[src/rtl/seq_event_logger_if.sv]
// Event handshake bundle between the sequence event logger (master) and its
// consumer (slave).
//
// Handshake: valid/ready. The master raises evt_valid while the queue head
// holds an event and keeps evt_type/evt_ts stable until the transfer. A
// transfer happens on a rising clk edge where evt_valid & evt_ready are both
// 1. evt_ready may be asserted at any time. It has no effect while evt_valid
// is 0.
interface seq_event_logger_if #(
  parameter int TS_W = 16
) ();
  logic            evt_valid;
  logic            evt_ready;
  logic            evt_type;
  logic [TS_W-1:0] evt_ts;

  modport master (
    output evt_valid,
    output evt_type,
    output evt_ts,
    input  evt_ready
  );

  modport slave (
    input  evt_valid,
    input  evt_type,
    input  evt_ts,
    output evt_ready
  );
endinterface

[src/rtl/seq_event_logger.sv]
// Sequence event logger: turns detector codes into A/B events and queues them
// in a FIFO with timestamps. It also keeps saturating per-type counters and a
// sticky overflow flag.
// Optional feature: define SEQ_LOG_TIMESTAMP_EN to build the free-running
// timestamp counter and per-entry timestamp storage. When it is undefined,
// evt_ts is tied to 0.
module seq_event_logger #(
  parameter int FIFO_DEPTH = 4,
  parameter int TS_W       = 16
) (
  input  logic               clk,
  input  logic               reset,
  input  logic [1:0]         det_code,
  input  logic               clr_stats,
  seq_event_logger_if.master evt,
  output logic [7:0]         cnt_a,
  output logic [7:0]         cnt_b,
  output logic               ovf
);
  localparam int AW = $clog2(FIFO_DEPTH);
  localparam logic [AW:0] OCC_FULL = (AW+1)'(FIFO_DEPTH);

  logic [1:0]    prev_code;
  logic [AW-1:0] wr_ptr;
  logic [AW-1:0] rd_ptr;
  logic [AW:0]   occ;
  logic          mem_type [FIFO_DEPTH];

  logic is_event;
  logic is_b;
  logic q_empty;
  logic q_full;
  logic do_pop;
  logic do_push;
  logic do_drop;

  // An event is a new pattern code: bit 1 set and different from last cycle.
  // A full queue still accepts a push when the head leaves in the same cycle.
  always_comb begin
    is_event = det_code[1] & (det_code != prev_code);
    is_b     = det_code[0];
    q_empty  = (occ == '0);
    q_full   = (occ == OCC_FULL);
    do_pop   = ~q_empty & evt.evt_ready;
    do_push  = is_event & (~q_full | do_pop);
    do_drop  = is_event & q_full & ~do_pop;
  end

  // Code history, queue pointers and occupancy.
  always_ff @(posedge clk) begin
    if (reset) begin
      prev_code <= 2'b00;
      wr_ptr    <= '0;
      rd_ptr    <= '0;
      occ       <= '0;
    end else begin
      prev_code <= det_code;
      if (do_push) wr_ptr <= wr_ptr + AW'(1);
      if (do_pop)  rd_ptr <= rd_ptr + AW'(1);
      case ({do_push, do_pop})
        2'b10:   occ <= occ + (AW+1)'(1);
        2'b01:   occ <= occ - (AW+1)'(1);
        default: occ <= occ;
      endcase
    end
  end

  // Event type storage. Entries are not reset because the output is gated
  // by q_empty.
  always_ff @(posedge clk) begin
    if (!reset && do_push) mem_type[wr_ptr] <= is_b;
  end

  // Saturating per-type counters. A clear wins over a same-cycle increment.
  always_ff @(posedge clk) begin
    if (reset || clr_stats) begin
      cnt_a <= 8'd0;
      cnt_b <= 8'd0;
    end else if (is_event) begin
      if (!is_b && cnt_a != 8'hFF) cnt_a <= cnt_a + 8'd1;
      if (is_b && cnt_b != 8'hFF)  cnt_b <= cnt_b + 8'd1;
    end
  end

  // Sticky overflow. A clear keeps only a drop from the same cycle.
  always_ff @(posedge clk) begin
    if (reset) begin
      ovf <= 1'b0;
    end else if (clr_stats) begin
      ovf <= do_drop;
    end else if (do_drop) begin
      ovf <= 1'b1;
    end
  end

  assign evt.evt_valid = ~q_empty;
  assign evt.evt_type  = q_empty ? 1'b0 : mem_type[rd_ptr];

`ifdef SEQ_LOG_TIMESTAMP_EN
  logic [TS_W-1:0] ts_cnt;
  logic [TS_W-1:0] mem_ts [FIFO_DEPTH];

  // Free-running timestamp. It wraps naturally at 2^TS_W.
  always_ff @(posedge clk) begin
    if (reset) ts_cnt <= '0;
    else       ts_cnt <= ts_cnt + TS_W'(1);
  end

  // Timestamp storage. Each entry captures the counter value of its event cycle.
  always_ff @(posedge clk) begin
    if (!reset && do_push) mem_ts[wr_ptr] <= ts_cnt;
  end

  assign evt.evt_ts = q_empty ? {TS_W{1'b0}} : mem_ts[rd_ptr];
`else
  assign evt.evt_ts = {TS_W{1'b0}};
`endif

endmodule

[src/flat_wrapper.sv]
// flat-port wrapper written by rule: the top's interface ports become plain ports
module seq_event_logger_flat 
#(
  parameter int FIFO_DEPTH = 4,
  parameter int TS_W       = 16
)
  (clk, reset, det_code, clr_stats, cnt_a, cnt_b, ovf, evt_evt_valid, evt_evt_type, evt_evt_ts, evt_evt_ready);
  seq_event_logger_if #(.TS_W(TS_W)) evt_i ();
  input  logic clk;
  input  logic reset;
  input  logic [1:0] det_code;
  input  logic clr_stats;
  output logic [7:0] cnt_a;
  output logic [7:0] cnt_b;
  output logic ovf;
  output wire logic [$bits(evt_i.evt_valid)-1:0] evt_evt_valid;
  output wire logic [$bits(evt_i.evt_type)-1:0] evt_evt_type;
  output wire logic [$bits(evt_i.evt_ts)-1:0] evt_evt_ts;
  input wire logic [$bits(evt_i.evt_ready)-1:0] evt_evt_ready;
  assign evt_evt_valid = evt_i.evt_valid;
  assign evt_evt_type = evt_i.evt_type;
  assign evt_evt_ts = evt_i.evt_ts;
  assign evt_i.evt_ready = evt_evt_ready;
  seq_event_logger #(.FIFO_DEPTH(FIFO_DEPTH), .TS_W(TS_W)) u_core (.clk(clk), .reset(reset), .det_code(det_code), .clr_stats(clr_stats), .evt(evt_i), .cnt_a(cnt_a), .cnt_b(cnt_b), .ovf(ovf));
endmodule
[config.mk]
export PLATFORM = sky130hd
export DESIGN_NAME = seq_event_logger_flat
export DESIGN_NICKNAME = d
export VERILOG_FILES = /design/src/rtl/seq_event_logger_if.sv /design/src/rtl/seq_event_logger.sv /design/src/flat_wrapper.sv
export SDC_FILE = /design/constraint.sdc
export NUM_CORES = 1
export LEC_CHECK = 0
export CAP_MARGIN = 10
export CORE_MARGIN = 4
export CORE_UTILIZATION = 48
export CTS_CLUSTER_DIAMETER = 150
export DETAILED_ROUTE_END_ITERATION = 8
export PLACE_DENSITY = 0.78
export RECOVER_POWER = 25
export SLEW_MARGIN = 15
export SYNTH_ARGS = -nofsm -noshare
export SYNTH_HDL_FRONTEND = slang
export SYNTH_SLANG_ARGS = --single-unit
[constraint.sdc]
create_clock -name clk -period 2.65 [get_ports clk]
set_clock_uncertainty 0.05 [all_clocks]
set_input_delay 0.3975 -clock clk [delete_from_list [all_inputs] [get_ports clk]]
set_output_delay 0.3975 -clock clk [all_outputs]
set_load 0.005 [all_outputs]
* Yosys cells after proc, flatten, opt, wreduce, memory -nomap -nowiden
Memory sizes are Yosys's and may differ from the RTL's. A register that Yosys moved wholly into a read port is not among the register bits.
Cells that the tools add are included.
** Storage, ports and cells
- Bits in registers :: 26
- Latch bits :: 0
- Memory bits (writable) :: 4
- Bits in read-only memories :: 0
- Input bits :: 6
- Output and inout bits :: 35
- Memories :: 1
** Operators by class
- Add/subtract/negate cells :: 6
- $mul :: 0
- Div/mod/pow operators :: 0
- $lt $le $gt $ge :: 0
- Eq/ne operators :: 6
- Shift operators :: 0
- Muxes and demuxes :: 8
- Bitwise gates (word level) :: 9
- Reduce and logical (&&, ||, !) cells :: 11
** Memory list
- u_core.mem_type :: words 4, bits a word 1, read ports 1, clocked after memory_dff 1, wr ports 1, RTL line seq_event_logger.sv:27 : logic mem_type [FIFO_DEPTH];
** Operators by type and width (count)
- $add A8 B1 Y8 const B :: 2
- $ne A8 B8 Y1 const B :: 2
- $pmux W3 S2 :: 1
- $and A1 B1 Y1 :: 5
- $mux W1 :: 5
- $add A2 B1 Y2 const B :: 2
- $mux W2 :: 2
- $reduce_and A2 Y1 :: 2
- $reduce_bool A2 Y1 :: 2
- $add A3 B1 Y3 const B :: 1
- $eq A3 B3 Y1 const B :: 1
- $logic_and A1 B1 Y1 :: 3
- $logic_not A3 Y1 :: 1
- $not A1 Y1 :: 3
- $sub A3 B1 Y3 const B :: 1
- $eq A2 B1 Y1 const B :: 1
- $eq A2 B2 Y1 const B :: 1
- $logic_not A1 Y1 :: 2
- $ne A2 B2 Y1 :: 1
- $logic_or A1 B1 Y1 :: 1
- $or A1 B1 Y1 :: 1

* Logic depth before layout (Yosys ltp)
- Depth in word-level cells :: 8
- Mapped depth :: 8
- Depth with buffers taken out :: 8

* Worst setup path after synthesis
No wires, ideal clock.
- Path kind :: input -> register
- Start point :: input evt_evt_ready
- End point :: register u_core.occ[2]
- Library setup time :: 0.071 ns
- Data arrival time :: 2.088 ns
- Slack :: 0.441 ns
- Stages :: 8
- Buffers on the path :: 0
- Cells stage by stage :: nor4b_1 > a211o_1 > ha_1 > inv_1 > fa_1 > xor2_1 > or3_1 > a21oi_1
** Between the ends
- Word-level cells in the longest chain between the ends :: 5
** RTL lines
- from (decl) :: RTL line flat_wrapper.sv:19 : input wire logic [$bits(evt_i.evt_ready)-1:0] evt_evt_ready;
- $and A1 B1 Y1 (*) :: RTL line seq_event_logger.sv:44 : do_pop = ~q_empty & evt.evt_ready;
- $or A1 B1 Y1 :: RTL line seq_event_logger.sv:45 : do_push = is_event & (~q_full | do_pop);
- $and A1 B1 Y1 :: RTL line seq_event_logger.sv:45
- $eq A2 B1 Y1 or $eq A2 B2 Y1 (tied branches) :: RTL line seq_event_logger.sv:60 : case ({do_push, do_pop})
- $pmux W3 S2 or $reduce_bool A2 Y1 (tied branches)
- to (signal assigned) :: RTL line seq_event_logger.sv:61 : 2'b10: occ <= occ + (AW+1)'(1);
- to (signal assigned) :: RTL line seq_event_logger.sv:62 : 2'b01: occ <= occ - (AW+1)'(1);
- to (decl) :: RTL line seq_event_logger.sv:26 : logic [AW:0] occ;
Every way passes the cells marked *; elsewhere a longest branch is shown, timed or not.
A chain may end at the register's enable or synchronous reset.

* Worst setup path after layout
Ends and elaborated chain as after synthesis.

==> out/qor.txt <==
ROUTE
------------------------------------------------------------------------------------------
Via-per-instance ratio                                                                5.22
Antenna Violating Nets Remaining                                                         0
DRC viols                                                                                0
Drt pass-1 iters                                                                         4
Average wire per cell in the routed design                                         12.4 um
Overall via count from detail_route                                                   1320
Number of DRC markers after the initial detailed-route iteration                        68
Detailed Route WL                                                                  3140 um

TIMING
------------------------------------------------------------------------------------------
Post-layout minimum cycle time                                                     2.41 ns
Setup total negative slack                                                            0 ns
Final-report max-slew violation count                                                    0
Final hold violation count                                                               0
Transition time at the pin with the least slew margin                             0.703 ns
Final clock period utilization by the worst path                                     90.8%
Peak Freq                                                                          415 MHz
Unrepaired setup endpoints after global routing                                      false
Max-slew headroom at the worst pin                                                   52.9%
Final number of setup-violating endpoints                                                0

GRT
------------------------------------------------------------------------------------------
Overall routing resource usage                                                       15.8%
Via count of the first global-routing pass                                            1215
Wire length of the first global-routing pass                                       5240 um
Largest net degree at the start of global routing                                       16
Antenna violations before repair                                                         0
Gr ovfl total                                                                            0

CRITICAL PATH
------------------------------------------------------------------------------------------
Worst path buffer plus inverter count                                                    2
CP Capture Type                                                                  flip-flop
Critical Path AT                                                                   2.62 ns
Element type at the critical path start                                          input pin
Worst path top cell family by delay                                           simple AND/OR/NAND/NOR gates
Required time at the endpoint of the critical path                                 2.86 ns
Cells along the critical path                                                 clkdlybuf4s50_1, nor4b_1, a211o_1, ha_1, inv_1, fa_1, xor2_1, or3_1, a21oi_1
Kind of critical path                                                         input pin to flip-flop
Maximum fanout encountered on the critical timing path                                   2
Worst path slowest cell                                                       clkdlybuf4s50_1
Maximum cell stage delay along the critical path                                   0.44 ns

CLOCKING
------------------------------------------------------------------------------------------
Clk Latency, worst-skew pair                                                       0.33 ns
Setup repair bufs after CTS                                                              0
Longest Clk Path Bufs                                                                    2
Clock root cell                                                                   clkbuf_4
Clock tree from TritonCTS                                                            built
CTS H-Tree Depth                                                                         2
Clock Sink Count                                                                        32
Num CTS Buffers                                                                          5
Resized cells post-CTS                                                                   0
Clock edge transition at the registers on the reported setup and hold paths        0.11 ns
Hold bufs inserted after CTS                                                             0

YOSYS
------------------------------------------------------------------------------------------
Commonest register cell after synthesis                                            dfxtp_1
Mean post-synth cell area                                                       9.24 sq um
Number of synthesized flops with an enable pin                                           4
Sequential-to-total area share from yosys stat                                       41.4%
Share of synthesized registers carrying an async set or reset                           0%
Count of different cell masters after synthesis                                         39
Synthesized area                                                              0.00164 sq mm
Yosys warning total                                                                      0
Number of flip-flops and latches in the synthesized netlist                             32
Syn Inst Count                                                                         178

FLOW RUN
------------------------------------------------------------------------------------------
Max cap viols                                                                            0

FINISH
------------------------------------------------------------------------------------------
Final Net Count                                                                        222
Share of cells above drive strength 1                                                8.13%
Area of the multi-input gates                                                    847 sq um
Number of antenna repair diodes                                                          0
Number of inserted filler cells in the final layout                                    283
Area growth, synth to finish                                                         19.4%
Flip-flop and latch area                                                         681 sq um
Final Non-Filler Cells                                                                 253

PLACED DESIGN
------------------------------------------------------------------------------------------
Port Buffer Count                                                                       24
Detailed placer's ending HPWL                                                      2360 um
Number of cells in the design after placement                                          245
Gp weighted congestion                                                               0.757

PWR
------------------------------------------------------------------------------------------
Leakage component of the power                                                 0.000709 uW
Largest voltage drop on the vdd net                                             0.000260 V
Power density relative to cell area                                            627 mW/mm^2

FLOORPLANNING
------------------------------------------------------------------------------------------
Die outline height                                                                 66.5 um
Die Width                                                                          66.5 um
IO Pins                                                                                 41
Initial cell density of the core                                                     52.1%
Die outline area                                                              0.00443 sq mm
Std cell rows                                                                           20
Placeable core area                                                           0.00315 sq mm

MIN PATH
------------------------------------------------------------------------------------------
HP Class                                                                      flip-flop to flip-flop

OUTCOME
------------------------------------------------------------------------------------------
Outcome                                                                       finished, final reports clean

-- path summary, 6_finish.rpt --
check                         end            start  slack (ns)  cells after the start
hold / removal    u_core.cnt_b[7]  u_core.cnt_b[7]        0.45                      2
setup / recovery    u_core.occ[2]    evt_evt_ready        0.24                      9
hold reg to reg   u_core.cnt_b[7]  u_core.cnt_b[7]        0.45                      2
setup reg to reg    u_core.occ[2]    u_core.occ[0]        0.32                      8
-- metal layers --
layer  track usage [%]  up-vias  share of wire [%]
met5                 0        -                  0
met4              8.63        0                2.3
met3              4.55        7                4.1
met2              26.0       33                 49
met1              18.2      619                 45
li1                  -      661                  -
-- metrics by stage --
step	power (uW)	area [sq um]	util, %	hold slack (ns)	worst slack, ns
floorplan	779	1700	-	0.419	0.441
global placement	845	1890	60.1	0.429	0.0407
detailed placement	870	1890	60.1	0.437	-0.0943
CTS	1240	1970	62.6	0.453	0.255
global route	1310	1960	62.3	0.481	0.0746
finish	1230	1960	62.3	0.449	0.243
-- layout by cell type (no fill, tap or decap), types with 4 or more instances in the layout --
cell type / synthesis / layout
nor2_1: 14 / 14
inv_1: 9 / 9
a21oi_1: 15 / 15
clkbuf_4: 0 / 5
conb_1: 1 / 16
edfxtp_1: 4 / 4
nand2_1: 8 / 8
o31ai_1: 6 / 6
ha_1: 7 / 7
or4_1: 5 / 5
or3_1: 7 / 7
dfxtp_1: 28 / 28
o21ai_0: 7 / 7
xnor2_1: 4 / 4
and2_1: 6 / 5
clkdlybuf4s50_1: 0 / 22
-- kinds of logic (layout without fill, tap and decap cells) --
kind of cell	Yosys count	count (layout)	share of synthesized area (%)
fa+ha+maj	8	8	6.54
compound gates	36	36	13.5
other cells	1	16	0.228
buf+inv	30	46	10.5
simple gates	61	61	21.5
xor+xnor	7	7	3.73
mux	3	3	2.59
flops	32	32	41.4
-- sequential cells by signal (all words and copies together) (netlist names), named ones only --
signal and flops:
u_core.ovf 1, u_core.cnt_b 8, u_core.prev_code 2, u_core.rd_ptr 2, u_core.cnt_a 8, u_core.mem_type 4, u_core.occ 3, u_core.wr_ptr 2
-- layout make-up --
| type | instances | area share [%] |
|---|---|---|
| multi-input combinational | 131 | 43.1 |
| sequential | 32 | 34.7 |
| inverter | 9 | 1.72 |
| clock inverter | 3 | 2.17 |
| tap | 44 | 2.80 |
| clock buffer | 5 | 1.91 |
| timing repair buffer | 29 | 13.6 |
-- power breakdown --
part           internal (uW)  switching, uW  leakage [uW]
Combinational            144            135      0.000404
Sequential               537           40.7      0.000264
Clock                    197            178     0.0000412
Total                    878            353      0.000709
-- synthesized netlist by cell type (all sizes together), types with 2 or more instances --
cell type  count  area (sq um)
or4            6          48.8
xnor2          4          35.0
a21oi         15          75.1
dfxtp         28           561
clkbuf         5          18.8
nor2b          3          18.8
o21ai          7          35.0
nand4          3          18.8
mux2i          2          20.0
nand2          8          30.0
inv            9          33.8
edfxtp         4           120
and2           6          37.5
or2            3          18.8
xor2           3          26.3
o31ai          6          45.0
or3            8          55.1
buf           16           120
and4           2          17.5
ha             7          87.6
nor2          14          52.6
nand3          3          15.0
o211ai         2          15.0
-- worst min-delay path, cell delays in order (launching register included) --
cell and delay (ns):
dfxtp_1 0.34, o31ai_1 0.07, a21oi_1 0.05
Power figures use the tool's default switching activity.
